==> src/rtl/lighthouse_sync_decode.sv <==
// lighthouse_sync_decode
// Classifies the two sync pulse lengths of each sweep-timer triple into
// {skip, data, axis} codes, picks the non-skipping base station and emits a
// range-checked, station/axis-tagged sweep two cycles after sweep_strobe.
//
// Optional feature macro: LIGHTHOUSE_OOTX_EN
//   defined   -> one OOTX deframer per station plus a one-entry holding
//                register that serialises same-cycle output from both.
//   undefined -> deframers are not built; the four ootx_* outputs are 0.
//
// Deframer states:
//   state | meaning
//   HUNT  | counting consecutive zero bits (saturates at 17) for a preamble
//   DATA  | emitting payload bits, 16 per word
//   SYNC  | expecting the sync bit after a word: 1 = next word, 0 = lost
module lighthouse_sync_decode #(
  parameter int WIDTH     = 24,
  parameter int SYNC_BASE = 3000,
  parameter int SYNC_STEP = 500,
  parameter int MAX_SWEEP = 400000
) (
  input  logic             clk,
  input  logic             reset,
  input  logic [WIDTH-1:0] sync0,
  input  logic [WIDTH-1:0] sync1,
  input  logic [WIDTH-1:0] sweep,
  input  logic             sweep_strobe,
  output logic [WIDTH-1:0] sweep_out,
  output logic             station,
  output logic             axis,
  output logic             out_strobe,
  output logic             err_strobe,
  output logic             ootx_bit,
  output logic             ootx_station,
  output logic             ootx_bit_strobe,
  output logic             ootx_frame_start
);

  // Bin edges sit half a step either side of each code centre, so compare
  // 2*len against 2*BASE + (2k-1)*STEP to stay in integers. Returns {valid, n}.
  function automatic logic [3:0] classify(input logic [WIDTH-1:0] len);
    logic [WIDTH+1:0] len2;
    logic [3:0]       r;
    len2 = {1'b0, len, 1'b0};
    r    = 4'b0;
    for (int k = 0; k < 8; k++) begin
      if (len2 >= (WIDTH+2)'(2*SYNC_BASE + (2*k-1)*SYNC_STEP))
        r = {1'b1, 3'(k)};
    end
    if (len2 >= (WIDTH+2)'(2*SYNC_BASE + 15*SYNC_STEP))
      r = 4'b0;
    return r;
  endfunction

  logic [3:0]       cls0, cls1;
  logic             s1_valid, s1_v0, s1_v1, s1_range_ok;
  logic [2:0]       s1_code0, s1_code1;
  logic [WIDTH-1:0] s1_sweep;
  logic             sel_ok, sel_st;

  assign cls0 = classify(sync0);
  assign cls1 = classify(sync1);

  // Stage 1: register codes, valid flags and the sweep range check
  always_ff @(posedge clk) begin
    if (reset) begin
      s1_valid    <= 1'b0;
      s1_v0       <= 1'b0;
      s1_v1       <= 1'b0;
      s1_code0    <= '0;
      s1_code1    <= '0;
      s1_range_ok <= 1'b0;
      s1_sweep    <= '0;
    end else begin
      s1_valid    <= sweep_strobe;
      s1_v0       <= cls0[3];
      s1_v1       <= cls1[3];
      s1_code0    <= cls0[2:0];
      s1_code1    <= cls1[2:0];
      s1_range_ok <= (sweep < WIDTH'(MAX_SWEEP));
      s1_sweep    <= sweep;
    end
  end

  // Exactly one station may be non-skipping; station 0 skipping means station 1 is active.
  assign sel_ok = s1_v0 & s1_v1 & (s1_code0[2] ^ s1_code1[2]) & s1_range_ok;
  assign sel_st = s1_code0[2];

  // Stage 2: accept or reject the triple; data outputs hold between accepts
  always_ff @(posedge clk) begin
    if (reset) begin
      out_strobe <= 1'b0;
      err_strobe <= 1'b0;
      sweep_out  <= '0;
      station    <= 1'b0;
      axis       <= 1'b0;
    end else begin
      out_strobe <= s1_valid & sel_ok;
      err_strobe <= s1_valid & ~sel_ok;
      if (s1_valid && sel_ok) begin
        sweep_out <= s1_sweep;
        station   <= sel_st;
        axis      <= sel_st ? s1_code1[0] : s1_code0[0];
      end
    end
  end

`ifdef LIGHTHOUSE_OOTX_EN
  typedef enum logic [1:0] {HUNT, DATA, SYNC} df_state_e;

  typedef struct packed {
    df_state_e  st;
    logic [4:0] cnt;
    logic       emit;
    logic       fstart;
  } df_step_t;

  // One deframer step for a single incoming data bit; cnt counts zeros in
  // HUNT and payload bits in DATA.
  function automatic df_step_t df_step(input df_state_e st, input logic [4:0] cnt,
                                       input logic valid, input logic bit_in);
    df_step_t r;
    r.st     = st;
    r.cnt    = cnt;
    r.emit   = 1'b0;
    r.fstart = 1'b0;
    if (!valid) begin
      r.st  = HUNT;
      r.cnt = '0;
    end else begin
      case (st)
        HUNT: begin
          if (!bit_in) begin
            r.cnt = (cnt >= 5'd17) ? 5'd17 : cnt + 5'd1;
          end else begin
            if (cnt >= 5'd17) begin
              r.fstart = 1'b1;
              r.st     = DATA;
            end
            r.cnt = '0;
          end
        end
        DATA: begin
          r.emit = 1'b1;
          if (cnt == 5'd15) begin
            r.st  = SYNC;
            r.cnt = '0;
          end else begin
            r.cnt = cnt + 5'd1;
          end
        end
        SYNC: begin
          if (bit_in) begin
            r.st  = DATA;
            r.cnt = '0;
          end else begin
            r.st  = HUNT;
            r.cnt = 5'd1;
          end
        end
        default: begin
          r.st  = HUNT;
          r.cnt = '0;
        end
      endcase
    end
    return r;
  endfunction

  df_state_e  df_st0, df_st1;
  logic [4:0] df_cnt0, df_cnt1;
  df_step_t   step0, step1;
  logic       ev0, ev1;
  logic       hold_valid, hold_emit, hold_fs, hold_bit;

  assign step0 = df_step(df_st0, df_cnt0, s1_v0, s1_code0[1]);
  assign step1 = df_step(df_st1, df_cnt1, s1_v1, s1_code1[1]);
  assign ev0   = step0.emit | step0.fstart;
  assign ev1   = step1.emit | step1.fstart;

  // Deframer states plus OOTX output serialisation (station 0 first, station 1 via hold)
  always_ff @(posedge clk) begin
    if (reset) begin
      df_st0           <= HUNT;
      df_st1           <= HUNT;
      df_cnt0          <= '0;
      df_cnt1          <= '0;
      hold_valid       <= 1'b0;
      hold_emit        <= 1'b0;
      hold_fs          <= 1'b0;
      hold_bit         <= 1'b0;
      ootx_bit         <= 1'b0;
      ootx_station     <= 1'b0;
      ootx_bit_strobe  <= 1'b0;
      ootx_frame_start <= 1'b0;
    end else begin
      ootx_bit_strobe  <= 1'b0;
      ootx_frame_start <= 1'b0;
      if (s1_valid) begin
        df_st0  <= step0.st;
        df_cnt0 <= step0.cnt;
        df_st1  <= step1.st;
        df_cnt1 <= step1.cnt;
        if (ev0) begin
          ootx_station     <= 1'b0;
          ootx_bit_strobe  <= step0.emit;
          ootx_frame_start <= step0.fstart;
          if (step0.emit)
            ootx_bit <= s1_code0[1];
          if (ev1) begin
            hold_valid <= 1'b1;
            hold_emit  <= step1.emit;
            hold_fs    <= step1.fstart;
            hold_bit   <= s1_code1[1];
          end
        end else if (ev1) begin
          ootx_station     <= 1'b1;
          ootx_bit_strobe  <= step1.emit;
          ootx_frame_start <= step1.fstart;
          if (step1.emit)
            ootx_bit <= s1_code1[1];
        end
      end else if (hold_valid) begin
        hold_valid       <= 1'b0;
        ootx_station     <= 1'b1;
        ootx_bit_strobe  <= hold_emit;
        ootx_frame_start <= hold_fs;
        if (hold_emit)
          ootx_bit <= hold_bit;
      end
    end
  end
`else
  logic unused_data;
  assign unused_data      = s1_code0[1] ^ s1_code1[1];
  assign ootx_bit         = 1'b0;
  assign ootx_station     = 1'b0;
  assign ootx_bit_strobe  = 1'b0;
  assign ootx_frame_start = 1'b0;
`endif

endmodule

==> config.mk <==
export PLATFORM = sky130hd
export DESIGN_NAME = lighthouse_sync_decode
export DESIGN_NICKNAME = d
export VERILOG_FILES = /design/src/rtl/lighthouse_sync_decode.sv
export SDC_FILE = /design/constraint.sdc
export NUM_CORES = 1
export LEC_CHECK = 0
export ABC_AREA = 1
export CAP_MARGIN = 10
export CORE_MARGIN = 4
export CORE_UTILIZATION = 46
export CTS_BUF_LIST = sky130_fd_sc_hd__clkbuf_4
export CTS_CLUSTER_SIZE = 16
export DETAILED_ROUTE_END_ITERATION = 8
export PLACE_DENSITY = 0.86
export SYNTH_ARGS = -nofsm -noshare
export SYNTH_HDL_FRONTEND = slang
export SYNTH_SLANG_ARGS = --single-unit
==> constraint.sdc <==
create_clock -name clk -period 1.71 [get_ports clk]
set_clock_uncertainty 0.15 [all_clocks]
set_input_delay 0.2565 -clock clk [delete_from_list [all_inputs] [get_ports clk]]
set_output_delay 0.2565 -clock clk [all_outputs]
set_load 0.05 [all_outputs]
==> results of run 1 <==
## metrics by stage
stage / utilization (%) / setup TNS [ns] / power [µW] / instances
floorplan: - / 0 / 1646 / 449
global placement: 68.50 / -0.7963 / 1909 / 645
detailed placement: 68.50 / -0.9943 / 1920 / 645
CTS: 70.64 / 0 / 2842 / 660
global route: 70.81 / 0 / 2960 / 660
finish: 70.81 / 0 / 2832 / 660
## per-layer routing
layer  global-route usage [%]  part of all wire [%]  vias to the layer above
met5                        0                     0                        -
met4                    6.416                  0.83                        0
met3                    4.541                   8.0                        6
met2                    37.33                    49                      137
met1                    27.23                    42                     1452
li1                         -                     -                     1667
## where the power goes
part | internal, µW | switching, µW | total, µW
sequential | 1430 | 9.32 | 1440
clock | 482 | 457 | 938
combinational | 239 | 218 | 456
total | 2150 | 683 | 2830
## logic make-up after synthesis
logic type	synth area share (%)
and+or+nand+nor	33.35
buffers and inverters	11.66
AOI/OAI and AO/OA	12.91
DFF	41.31
xor gates and xnor gates	0.3013
muxes	0.3442
other	0.1290
## sequential cells by signal, summed over array words and instances (netlist names)
register and cells:
s1_v0 1, s1_v1 1, station 1, axis 1, s1_range_ok 1, err_strobe 1
s1_valid 1, s1_code0 2, sweep_out 24, out_strobe 1, s1_sweep 24, s1_code1 2
## how the worst max path moves through the flow
stage                     start             to  slack, ns  depth (start not counted)
global placement      sync1[22]    s1_code1[0]      -0.18                         14
floorplan           s1_code0[2]  sweep_out[11]       0.28                          7
detailed placement    sync0[11]    s1_code0[0]      -0.21                         13
finish                 sync0[9]    s1_code0[0]       0.16                         10
CTS                 s1_code0[2]  sweep_out[23]       0.13                          6
global route           sync0[6]    s1_code0[0]      0.009                         13
## cell type report
| type | count | area, µm² |
|---|---|---|
| fillers | 507 | 1759 |
| clock inverters | 3 | 38.79 |
| well taps | 75 | 93.84 |
| flip-flops and latches | 60 | 1201 |
| inverters | 66 | 250.2 |
| repair buffers | 135 | 1211 |
| multi-input cells | 309 | 1381 |
| clock buffers | 12 | 90.09 |
## cell usage in the layout, fill, tap and decap left out, types with 6 or more instances in the layout
cell,n
dfxtp_1,60
clkbuf_4,12
inv_1,64
clkdlybuf4s50_1,70
nand2_1,67
o21ai_0,34
nor2_1,123
nand4_1,6
nand3_1,23
o211ai_1,6
buf_4,62
a21oi_1,19
nor3_1,6
## what timing repair did
action,4_1_cts,5_1_grt
gates resized for setup,0,5
setup endpoints to repair,0,4
buffers inserted,0,0
## critical path: stages
cell and delay, ns:
clkdlybuf4s50_1 0.44, nor2_1 0.24, inv_1 0.12, nor3_1 0.20, o21ai_0 0.11, nand2_1 0.07, a21oi_1 0.06, nand2_1 0.07
nand2_1 0.04, a21oi_1 0.10
==> summary.md, run 1 <==
| Metric | Value |
|---|---|
| GPL Wtd Cong | `0.9264` |
| Core area | `6026 µm²` |
| I/O pin cnt | `107` |
| Asr flop ratio synth | `0%` |
| Nets | `656` |
| CTS tree | `done` |
| Hold_sp | `sweep[2]` |
| Clk root buf | `clkbuf_4` |
| Number of buffers added on ports | `100` |
| F_max | `0.6454 GHz` |
| Worst hold path class | `in2reg` |
| Setup ws final | `0.1605 ns` |
| Pwr dens | `663.9 nW/µm²` |
| Via/cell ratio | `4.942` |
| Syn Area/Cell | `6.520 µm²` |
| Worst Path Required | `1.87 ns` |
| Reg2Reg Depth | `6` |
| Final Cycle Share | `90.61%` |
| DRC Markers | `0` |
| Largest cells by area after synthesis | `dfxtp_1 (41%), nor2_1 (16%), nand2_1 (8.6%)` |
| Worst hold slack | `0.2214 ns` |
| Worst R2R Start | `s1_code0[2]` |
| Vertical die dimension | `87.51 µm` |
| Detailed placement HPWL | `6.356 mm` |
| Rows | `28` |
| FF+latch count, synth | `60` |
| Total Wirelength | `8.185 mm` |
| Post-synthesis cell type count | `29` |
| GR Overflow Total | `0` |
| Synth top area share | `41.31%` |
| Area grow syn2layout | `46.73%` |
| Longest Clk Path Bufs | `2` |
| Final count of pins violating max slew | `0` |
| Drt wl/cell | `12.40 µm` |
| EDFF count, synth | `0` |
| Worst Path Max Fanout | `4` |
| Final ANT Viol Nets | `0` |
| Layout cells sized above 1 | `14.70%` |
| Diode count | `0` |
| Synth top cells by count | `nor2_1 (124), nand2_1 (67), inv_1 (64)` |
| Count leader, synth | `nor2_1` |
| Post-layout instance area | `4267 µm²` |
| Die ar. | `7657 µm²` |
| Starting Density | `48.26%` |
| Hold Buf Count CTS | `0` |
| Clock Latency Late Sink | `0.39 ns` |
| Static leakage | `0.002112 µW` |
| # setup viols final | `0` |
| Tmin final | `1.549 ns` |
| H-Tree Level Count | `3` |
| Die X-Extent | `87.51 µm` |
| Global-route wire length before repair | `13.31 mm` |
| Post-synth design cell area | `2908 µm²` |
| Area after DPL | `4128 µm²` |
| Largest net degree at the start of global routing | `28` |
| Ys Warns | `0` |
| Clock transition at the registers of the reported paths | `0.10 ns` |
| Reg-to-reg endpoint | `sweep_out[23]` |
| DR iter-0 viols | `160` |
| Vias post-DR | `3262` |
| Initial antenna violation count | `0` |
| Seq/Total Area, Yosys | `41.31%` |
| Worst hold endpoint | `s1_sweep[2]` |
| Worst setup SP type | `primary input` |
| Status | `finished, final reports clean` |
| CP Capture Type | `register` |
| Setup Crit Path Kind | `in2reg` |
| Dpl ws | `-0.2077 ns` |
| Max_cap viols | `0` |
| Num CTS Buffers | `9` |
| RSZ-0062 raised after global routing | `false` |
| Maximum vdd drop | `0.5654 mV` |
| CP Data Arrival Time | `1.71 ns` |
| GRT Util Overall | `21.68%` |
| Dominant cell type by area after synthesis | `dfxtp_1` |
| Vias in the first global route | `3040` |
| Initial DRT Pass Iterations | `5` |
| Clk sinks | `60` |
| Post-Syn Instances | `446` |
| Reg-to-reg slack, setup | `0.20 ns` |
| Hold Path Cell Cnt | `3` |
| Final hold vios | `0` |
| Synth Flop Type | `dfxtp_1` |
(Power assumes the default switching activity.)
==> run 2, diff against run 1 <==
- REMOVE_ABC_BUFFERS: default -> 1
==> run 2 against run 1 <==
Compared with the run above: non-clock buffer count unchanged; sequential power about the same; sequential share of layout area down 0.18 points; via count down 0.61%; critical path type unchanged; cell area up 0.76%; register-to-register slack worse by 0.05 ns; global-route usage down 0.51 points; fmax down 6.4%; worst hold slack better by 0.013 ns.
==> summary.md, run 2 (same netlist as run 1, synthesis figures left out) <==
| Metric | Value |
|---|---|
| Status | `finished, final reports clean` |
| Vertical die dimension | `87.51 µm (unchanged)` |
| Relative slew slack | `58.97%` |
| Starting Density | `48.26% (unchanged)` |
| Layout cells sized above 1 | `15.53% (+0.83 points)` |
| Largest registers | `s1_sweep x24, sweep_out x24` |
| Clock transition at the registers of the reported paths | `0.09 ns (about the same)` |
| Clk root buf | `clkbuf_4` |
| RSZ-0062 raised after global routing | `false` |
| Fill count | `481 (-5.1%)` |
| Detailed placement HPWL | `6.094 mm (-4.1%)` |
| Worst Path Required | `1.81 ns (-0.06 ns)` |
| Longest Clk Path Bufs | `2 (unchanged)` |
| Clk sinks | `60 (unchanged)` |
| Part of the power in the clock network | `36.7% (+3.6 points)` |
| Area after DPL | `4093 µm² (-0.85%)` |
| Clock Latency Late Sink | `0.38 ns (about the same)` |
| H-Tree Level Count | `3 (unchanged)` |
| Vias post-DR | `3242 (-0.61%)` |
| Initial DRT Pass Iterations | `4 (-1)` |
| Die X-Extent | `87.51 µm (unchanged)` |
| Area grow syn2layout | `47.85%` |
| Final core occ | `71.35% (+0.54 points)` |
| Core area | `6026 µm² (unchanged)` |
| CP cell instances | `clkdlybuf4s50_1, inv_1, nand2_2, nor2_1, nand2_1, nand2_1, a2111oi_0, nor2_1` |
| Final ANT Viol Nets | `0 (unchanged)` |
| Worst-margin pin slew | `0.5999 ns` |
| Largest net degree at the start of global routing | `27 (-3.6%)` |
| Static leakage | `0.002133 µW (+1.0%)` |
| Commonest non-fill, non-tap cells in the layout | `nor2_1 (121), clkdlybuf4s50_1 (69), nand2_1 (66)` |
| DRC Markers | `0 (unchanged)` |
| GR Overflow Total | `0 (unchanged)` |
| Final hold vios | `0 (unchanged)` |
| Worst setup SP type | `primary input` |
| Die ar. | `7657 µm² (unchanged)` |
| Worst hold path class | `in2reg` |
| CP Capture Type | `register` |
| Rows | `28 (unchanged)` |
| DR iter-0 viols | `220 (+38%)` |
| Power Internal | `2283 µW (+6.2%)` |
| Reg power frac | `48.3% (-2.5 points)` |
| Maximum vdd drop | `0.8580 mV (+52%)` |
| Post-layout instance area | `4299 µm² (+0.76%)` |
| GRT Util Overall | `21.17% (-0.51 points)` |
| Number of buffers added on ports | `100 (unchanged)` |
| I/O pin cnt | `107 (unchanged)` |
| Via/cell ratio | `4.905 (-0.76%)` |
| Global-route wire length before repair | `13.09 mm (-1.7%)` |
| Pwr dens | `693.2 nW/µm² (+4.4%)` |
| Final Cycle Share | `96.83% (+6.2 points)` |
| Setup Crit Path Kind | `in2reg` |
| Hold Buf Count CTS | `0 (unchanged)` |
| Diode count | `0 (unchanged)` |
| Vias in the first global route | `3013 (-0.89%)` |
| Nets | `656 (unchanged)` |
| Worst Path Max Fanout | `4 (unchanged)` |
| # setup viols final | `0 (unchanged)` |
| Most common cell after layout, fill and taps aside | `nor2_1` |
| Tmin final | `1.656 ns (+0.1063 ns)` |
| Crit path max-delay cell type | `a2111oi_0` |
| CTS tree | `done` |
| CP Data Arrival Time | `1.76 ns (+0.05 ns)` |
| F_max | `0.6040 GHz (-6.4%)` |
| Final count of pins violating max slew | `0 (unchanged)` |
| Initial antenna violation count | `0 (unchanged)` |
| GPL Wtd Cong | `0.9434 (+1.8%)` |
| Setup TNS | `0 ns (unchanged)` |
| Comb power frac | `15.1% (-1.0 points)` |
| Sw Ratio | `23.40% (-0.72 points)` |
| Critical Path Max Stage Delay | `0.56 ns (+0.12 ns)` |
| Drt wl/cell | `12.13 µm (-2.2%)` |
| Sw power | `697.4 µW (+2.1%)` |
| Num CTS Buffers | `9 (unchanged)` |
| Max_cap viols | `0 (unchanged)` |
| Total Wirelength | `8.016 mm (-2.1%)` |
| Worst hold slack | `0.2343 ns (+0.01292 ns)` |
run 2: area by class of cell:
type	count	area [µm²]	share of cell area, %
Timing Repair Buffer	135	1205	28.03
Inverter	66	250.2	5.821
Tap cell	75	93.84	2.183
Multi-Input combinational cell	309	1389	32.30
Clock inverter	5	76.32	1.775
Sequential cell	60	1202	27.97
Clock buffer	11	82.58	1.921
run 2: timing repair:
| item | CTS | global route |
|---|---|---|
| pin swaps | 0 | 2 |
| buffers inserted | 0 | 3 |
| gates resized for setup | 1 | 9 |
| setup endpoints to repair | 3 | 26 |
run 2: power by group through the flow:
stage / logic [µW] / clock network (µW) / registers (µW)
2_1_floorplan: 156 / 0 / 1470
3_3_place_gp: 434 / 0 / 1470
3_5_place_dp: 440 / 0 / 1470
4_1_cts: 443 / 1120 / 1440
5_1_grt: 492 / 1180 / 1440
6_report: 449 / 1090 / 1440
run 2: path summary, 6_finish.rpt:
| kind | start | cells after the start | endpoint | slack [ns] |
|---|---|---|---|---|
| max | sync0[6] | 8 | s1_v0 | 0.05 |
| min | sweep_strobe | 3 | s1_valid | 0.23 |
| max reg2reg | s1_code0[2] | 6 | sweep_out[3] | 0.15 |
| min reg2reg | s1_valid | 2 | err_strobe | 0.30 |
run 2: per-stage QoR:
step	cells	power [µW]	setup WS, ns
2_1_floorplan	435	1627	0.09391
4_1_cts	658	2996	0.05395
6_report	661	2980	0.05425
5_1_grt	661	3117	0.003456
3_5_place_dp	642	1910	-0.2699
3_3_place_gp	642	1902	-0.2066
run 2: routing by layer:
metal	track usage (%)	vias up	part of all wire (%)
met3	3.879	9	7.4
met4	6.276	0	1.3
met2	37.19	121	47
li1	-	1673	-
met1	26.27	1439	44
met5	0	-	0
run 2: worst max-delay path: cells and delay by family:
kind | cells | cell delay (ns)
compound gates | 1 | 0.56
buf+inv | 2 | 0.60
simple gates | 5 | 0.35
==> RTL change 1: new RTL, config.mk and constraints of run 2 <==
Add a define of `LIGHTHOUSE_OOTX_EN`.
--- a/src/rtl/lighthouse_sync_decode.sv
+++ b/src/rtl/lighthouse_sync_decode.sv
@@ -13,6 +13,8 @@
 //   HUNT  | counting consecutive zero bits (saturates at 17) for a preamble
 //   DATA  | emitting payload bits, 16 per word
 //   SYNC  | expecting the sync bit after a word: 1 = next word, 0 = lost
+`define LIGHTHOUSE_OOTX_EN
+
 module lighthouse_sync_decode #(
   parameter int WIDTH     = 24,
   parameter int SYNC_BASE = 3000,
Formal check against the unedited RTL: no difference found for any inputs over 10 cycles, from zero or initial values and one cycle with reset high; that may be too few to reach the edited logic, so the function may still have changed.
==> RTL change 1 against run 2 <==
- the run now ends with negative setup slack left
- wire length rose by 50%
- die area increased by 40%
- area after synthesis is 45% higher
- power grew 32%
- design area increased by 43%
- register-to-register slack worse by 0.30 ns
- critical path depth up 2
- worst hold slack got worse by 0.068 ns
- sequential cell count rose by 24
- first-iteration DRC count down 7.7%
- global-route usage fell by 0.73 points
- setup slack worse by 0.20 ns
- count of clock-buffer cells in the layout decreased by 1
- critical path type is now reg -> reg
- critical endpoint is now df_cnt0[0]
==> RTL change 1: results (changes against run 2) <==
| Metric | Value |
|---|---|
| WL/cell | 13.38 µm (+10%) |
| Area contributors post-synth | dfxtp_1 40%, nand2_1 13%, nor2_1 8.5% |
| Final Worst Setup Slack | -0.1451 ns (-0.1994 ns) |
| First-pass GRT wire length | 18820 µm (+44%) |
| Final estimated routing congestion in global placement | 0.8947 (-5.2%) |
| DP Worst Slack | -0.2405 ns (+0.02933 ns) |
| Crit path arrival time | 2.08 ns (+0.32 ns) |
| Via density | 5.243 (+6.9%) |
| Post-synth top cells | 149 x nand2_1, 95 x nor2_1, 84 x dfxtp_1 |
| Port Buffers | 104 (+4.0%) |
| Post-synthesis sequential area ratio | 39.90% (-1.4 points) |
| Fraction of layout cells with a size suffix above 1 | 23.86% (+8.3 points) |
| Placed Instances | 875 (+36%) |
| Clk slew on worst S/H paths | 0.14 ns (+0.05 ns) |
| Drt total wl | 12050 µm (+50%) |
| R2r worst-path depth | 10 (+4) |
| Average cell area after synthesis | 6.710 µm² (+2.9%) |
| HP Start | sweep[4] |
| Root buf cell | clkbuf_4 |
| Gr usage total | 20.44% (-0.73 points) |
| Worst Setup EP | df_cnt0[0] |
| Failing checks | negative setup slack |
| Worst Setup SP | df_cnt0[0] |
| DRT iter0 DRCs | 203 (-7.7%) |
| Dpl hpwl | 8602 µm (+41%) |
| CP Max Fanout | 3 (-1) |
| Peak supply drop | 376.4 µV (-56%) |
| Setup TNS | -0.7707 ns (-0.7707 ns) |
| Leakage | 2.667 nW (+25%) |
| Status | complete, but fails checks |
| Skew-Pair Late Insertion Delay | 0.44 ns (+0.06 ns) |
| Int Power | 0.002911 W (+28%) |
| DR pass1 iterations | 5 (+1) |
| Slew margin rel. | 69.69% (+11 points) |
| Largest net degree at the start of global routing | 50 (+85%) |
| Clock Tree Buf Depth | 2 (unchanged) |
| Final nets | 870 (+33%) |
| Vias in the first global route | 4435 (+47%) |
| Netlist cell types | 44 (+52%) |
| Setup violators final | 12 (+12) |
-- RTL change 1: cell count changes after synthesis, moves of 5 or more --
cell      delta
o21ai_0     -23
a21oi_1     +52
dfxtp_1     +24
clkbuf_1     +5
ha_1         +8
buf_4        -5
nor2_1      -29
nand2_1     +82
inv_1       +10
nand3_1     +15
inv_2        +8
-- RTL change 1: metrics by stage --
stage / util, % / area (µm²)
detailed placement: 63.67 / 5607
floorplan: - / 4133
global placement: 63.67 / 5607
global route: 69.95 / 6160
finish: 69.95 / 6160
CTS: 67.36 / 5932
-- RTL change 1: cell type report --
type	instances	area (µm²)
clock buffers	10	75.07
clock inverters	6	93.84
fillers	669	2646
inverters	87	334.1
multi-input cells	441	2399
flip-flops and latches	84	1695
well taps	108	135.1
repair buffers	164	1428
-- RTL change 1: worst min-delay path by stage --
stage	slack, ns	end	depth (start not counted)
after detailed placement	0.29	sweep_out[23]	2
final	0.17	s1_sweep[4]	3
after global placement	0.28	sweep_out[23]	2
after global routing	0.14	s1_sweep[5]	3
after CTS	0.15	s1_sweep[1]	3
after floorplan	0.18	df_cnt0[0]	1
-- RTL change 1: power groups by stage --
stage,Clock (W),Sequential (W),Combinational (W)
6_report,0.00132,0.00202,0.000583
5_1_grt,0.00142,0.00202,0.000636
4_1_cts,0.00134,0.00202,0.000560
3_5_place_dp,0,0.00206,0.000543
3_3_place_gp,0,0.00206,0.000532
2_1_floorplan,0,0.00208,0.000191
-- RTL change 1: routing by layer --
metal | GRT usage (%) | share of wire [%] | vias to the layer above
li1 | - | - | 2337
met1 | 22.74 | 40 | 2177
met2 | 37.90 | 52 | 162
met3 | 3.296 | 4.7 | 43
met4 | 9.592 | 3.7 | 0
met5 | 0 | 0 | -
-- RTL change 1: logic make-up (layout without fill, tap and decap cells) --
family | after synthesis | count (layout) | share of synthesized area (%)
buf+inv | 103 | 267 | 9.709
mux | 1 | 1 | 0.2375
fa+ha+maj | 8 | 8 | 2.375
simple gates | 317 | 317 | 32.10
compound gates | 113 | 113 | 15.26
flops | 84 | 84 | 39.90
xor+xnor | 2 | 2 | 0.4158
-- RTL change 1: what timing repair did --
action                                 4_1_cts  5_1_grt
buffers inserted                             3        6
setup endpoints to repair                   17       23
resized for setup                           36       47
endpoints found under the hold margin        1        0
hold buffers                                 1        0
pin swaps                                   16       30
-- RTL change 1: worst max-delay path, cell delays in order (launching register included) --
cell and delay, ns:
dfxtp_4 0.40, ha_4 0.17, nand2_4 0.08, nor2_4 0.04
ha_4 0.18, o21ai_4 0.17, buf_4 0.14, inv_2 0.02
o211ai_1 0.20, nand3_1 0.12, a21oi_1 0.13
==> RTL change 2: new RTL, flow settings as in run 2 <==
Without the edit above. Register the output `out_strobe` once more; this adds one clock of latency there. The other outputs are not delayed to match.
--- a/src/rtl/lighthouse_sync_decode.sv
+++ b/src/rtl/lighthouse_sync_decode.sv
@@ -36,6 +36,8 @@
   output logic             ootx_frame_start
 );
 
+  logic out_strobe_s0;
+
   // Bin edges sit half a step either side of each code centre, so compare
   // 2*len against 2*BASE + (2k-1)*STEP to stay in integers. Returns {valid, n}.
   function automatic logic [3:0] classify(input logic [WIDTH-1:0] len);
@@ -89,13 +91,13 @@
   // Stage 2: accept or reject the triple; data outputs hold between accepts
   always_ff @(posedge clk) begin
     if (reset) begin
-      out_strobe <= 1'b0;
+      out_strobe_s0 <= 1'b0;
       err_strobe <= 1'b0;
       sweep_out  <= '0;
       station    <= 1'b0;
       axis       <= 1'b0;
     end else begin
-      out_strobe <= s1_valid & sel_ok;
+      out_strobe_s0 <= s1_valid & sel_ok;
       err_strobe <= s1_valid & ~sel_ok;
       if (s1_valid && sel_ok) begin
         sweep_out <= s1_sweep;
@@ -239,5 +241,9 @@
   assign ootx_frame_start = 1'b0;
 `endif
 
+  always_ff @(posedge clk) begin
+    out_strobe <= out_strobe_s0;
+  end
+
 endmodule
 
Formal check against the unedited RTL: not equivalent (Yosys sat finds a counterexample within 4 cycles, from zero or initial values and one cycle with reset high).
==> RTL change 2 against run 2 <==
- power shrank 3.7%
- first-iteration DRC count shrank 37%
- area after synthesis grew 0.69%
- design area shrank 1.0%
- setup slack gained 0.10 ns
- wire length shrank 0.65%
- clock power shrank 11%
- sequential cell count grew 1
==> RTL change 2: results (changes against run 2) <==
| Metric | Value |
|---|---|
| Post-synth top cells | 124 x nor2_1, 67 x nand2_1, 64 x inv_1 |
| Slowest stage delay, CP | 0.49 ns (-0.07 ns) |
| Final estimated routing congestion in global placement | 0.9894 (+4.9%) |
| Psw | 0.0007177 W (+2.9%) |
| Post-synthesis xor/xnor area fraction | 0.2991% (-0.0021 points) |
| GR Util met1 | 24.67% (-1.6 points) |
| Worst Setup EP | s1_code1[0] |
| Leakage | 2.099 nW (-1.6%) |
| Via density | 4.950 (+0.92%) |
| Vias | 3257 (+0.46%) |
| DP Worst Slack | -0.2539 ns (+0.01597 ns) |
| Met3 Use GR | 4.516% (+0.64 points) |
| Average cell area after synthesis | 6.550 µm² (+0.46%) |
| Dpl hpwl | 6355 µm (+4.3%) |
| Placement Cell Area | 4098 µm² (+0.12%) |
| Fraction of layout cells with a size suffix above 1 | 14.58% (-0.95 points) |
| Fin Hold WS | 0.1926 ns (-0.04166 ns) |
| Crit-path slowest cell | clkdlybuf4s50_1 |
| Skew-Pair Late Insertion Delay | 0.40 ns (+0.02 ns) |
| Status | finished, final reports clean |
| Mux contribution to synthesized area | 0.3419% (-0.0024 points) |
| Worst Setup SP | sync1[8] |
| Drt total wl | 7964 µm (-0.65%) |
| Synth Area in Compound Gates | 12.82% (-0.088 points) |
| Peak supply drop | 571.9 µV (-33%) |
| Fill cell count | 484 (+0.62%) |
| RR Endpoint | axis |
| Worst hold endpoint | out_strobe |
| Final nets | 653 (-0.46%) |
| FF-to-FF setup slack | 0.18 ns (+0.03 ns) |
| DRT iter0 DRCs | 138 (-37%) |
| Worst Hold Class | reg -> reg |
| Power consumption | 0.002871 W (-3.7%) |
[RTL change 2: timing repair]
item | 4_1_cts | 5_1_grt
setup buffers | 0 | 1
hold buffers | 0 | 0
gates resized for setup | 0 | 7
setup endpoints to repair | 0 | 30
[RTL change 2: layout make-up]
| class | count | area [µm²] | share of cell area, % |
|---|---|---|---|
| clock inverters | 5 | 51.30 | 1.206 |
| clock buffers | 11 | 82.58 | 1.941 |
| repair buffers | 131 | 1169 | 27.47 |
| inverters | 66 | 250.2 | 5.882 |
| multi-input cells | 309 | 1386 | 32.59 |
| flip-flops and latches | 61 | 1221 | 28.71 |
| well taps | 75 | 93.84 | 2.206 |
[RTL change 2: per-layer routing]
metal	up-vias	routed length (µm)
met3	16	539
met4	0	176
met1	1454	3391
met5	-	0
li1	1671	-
met2	116	3858
[RTL change 2: cells by family after synthesis]
kind of cell,after synthesis
AO/OA/AOI/OAI,69
multiplexers,1
other,1
buffers and inverters,80
AND/OR/NAND/NOR,234
flip-flops,61
XOR/XNOR,1
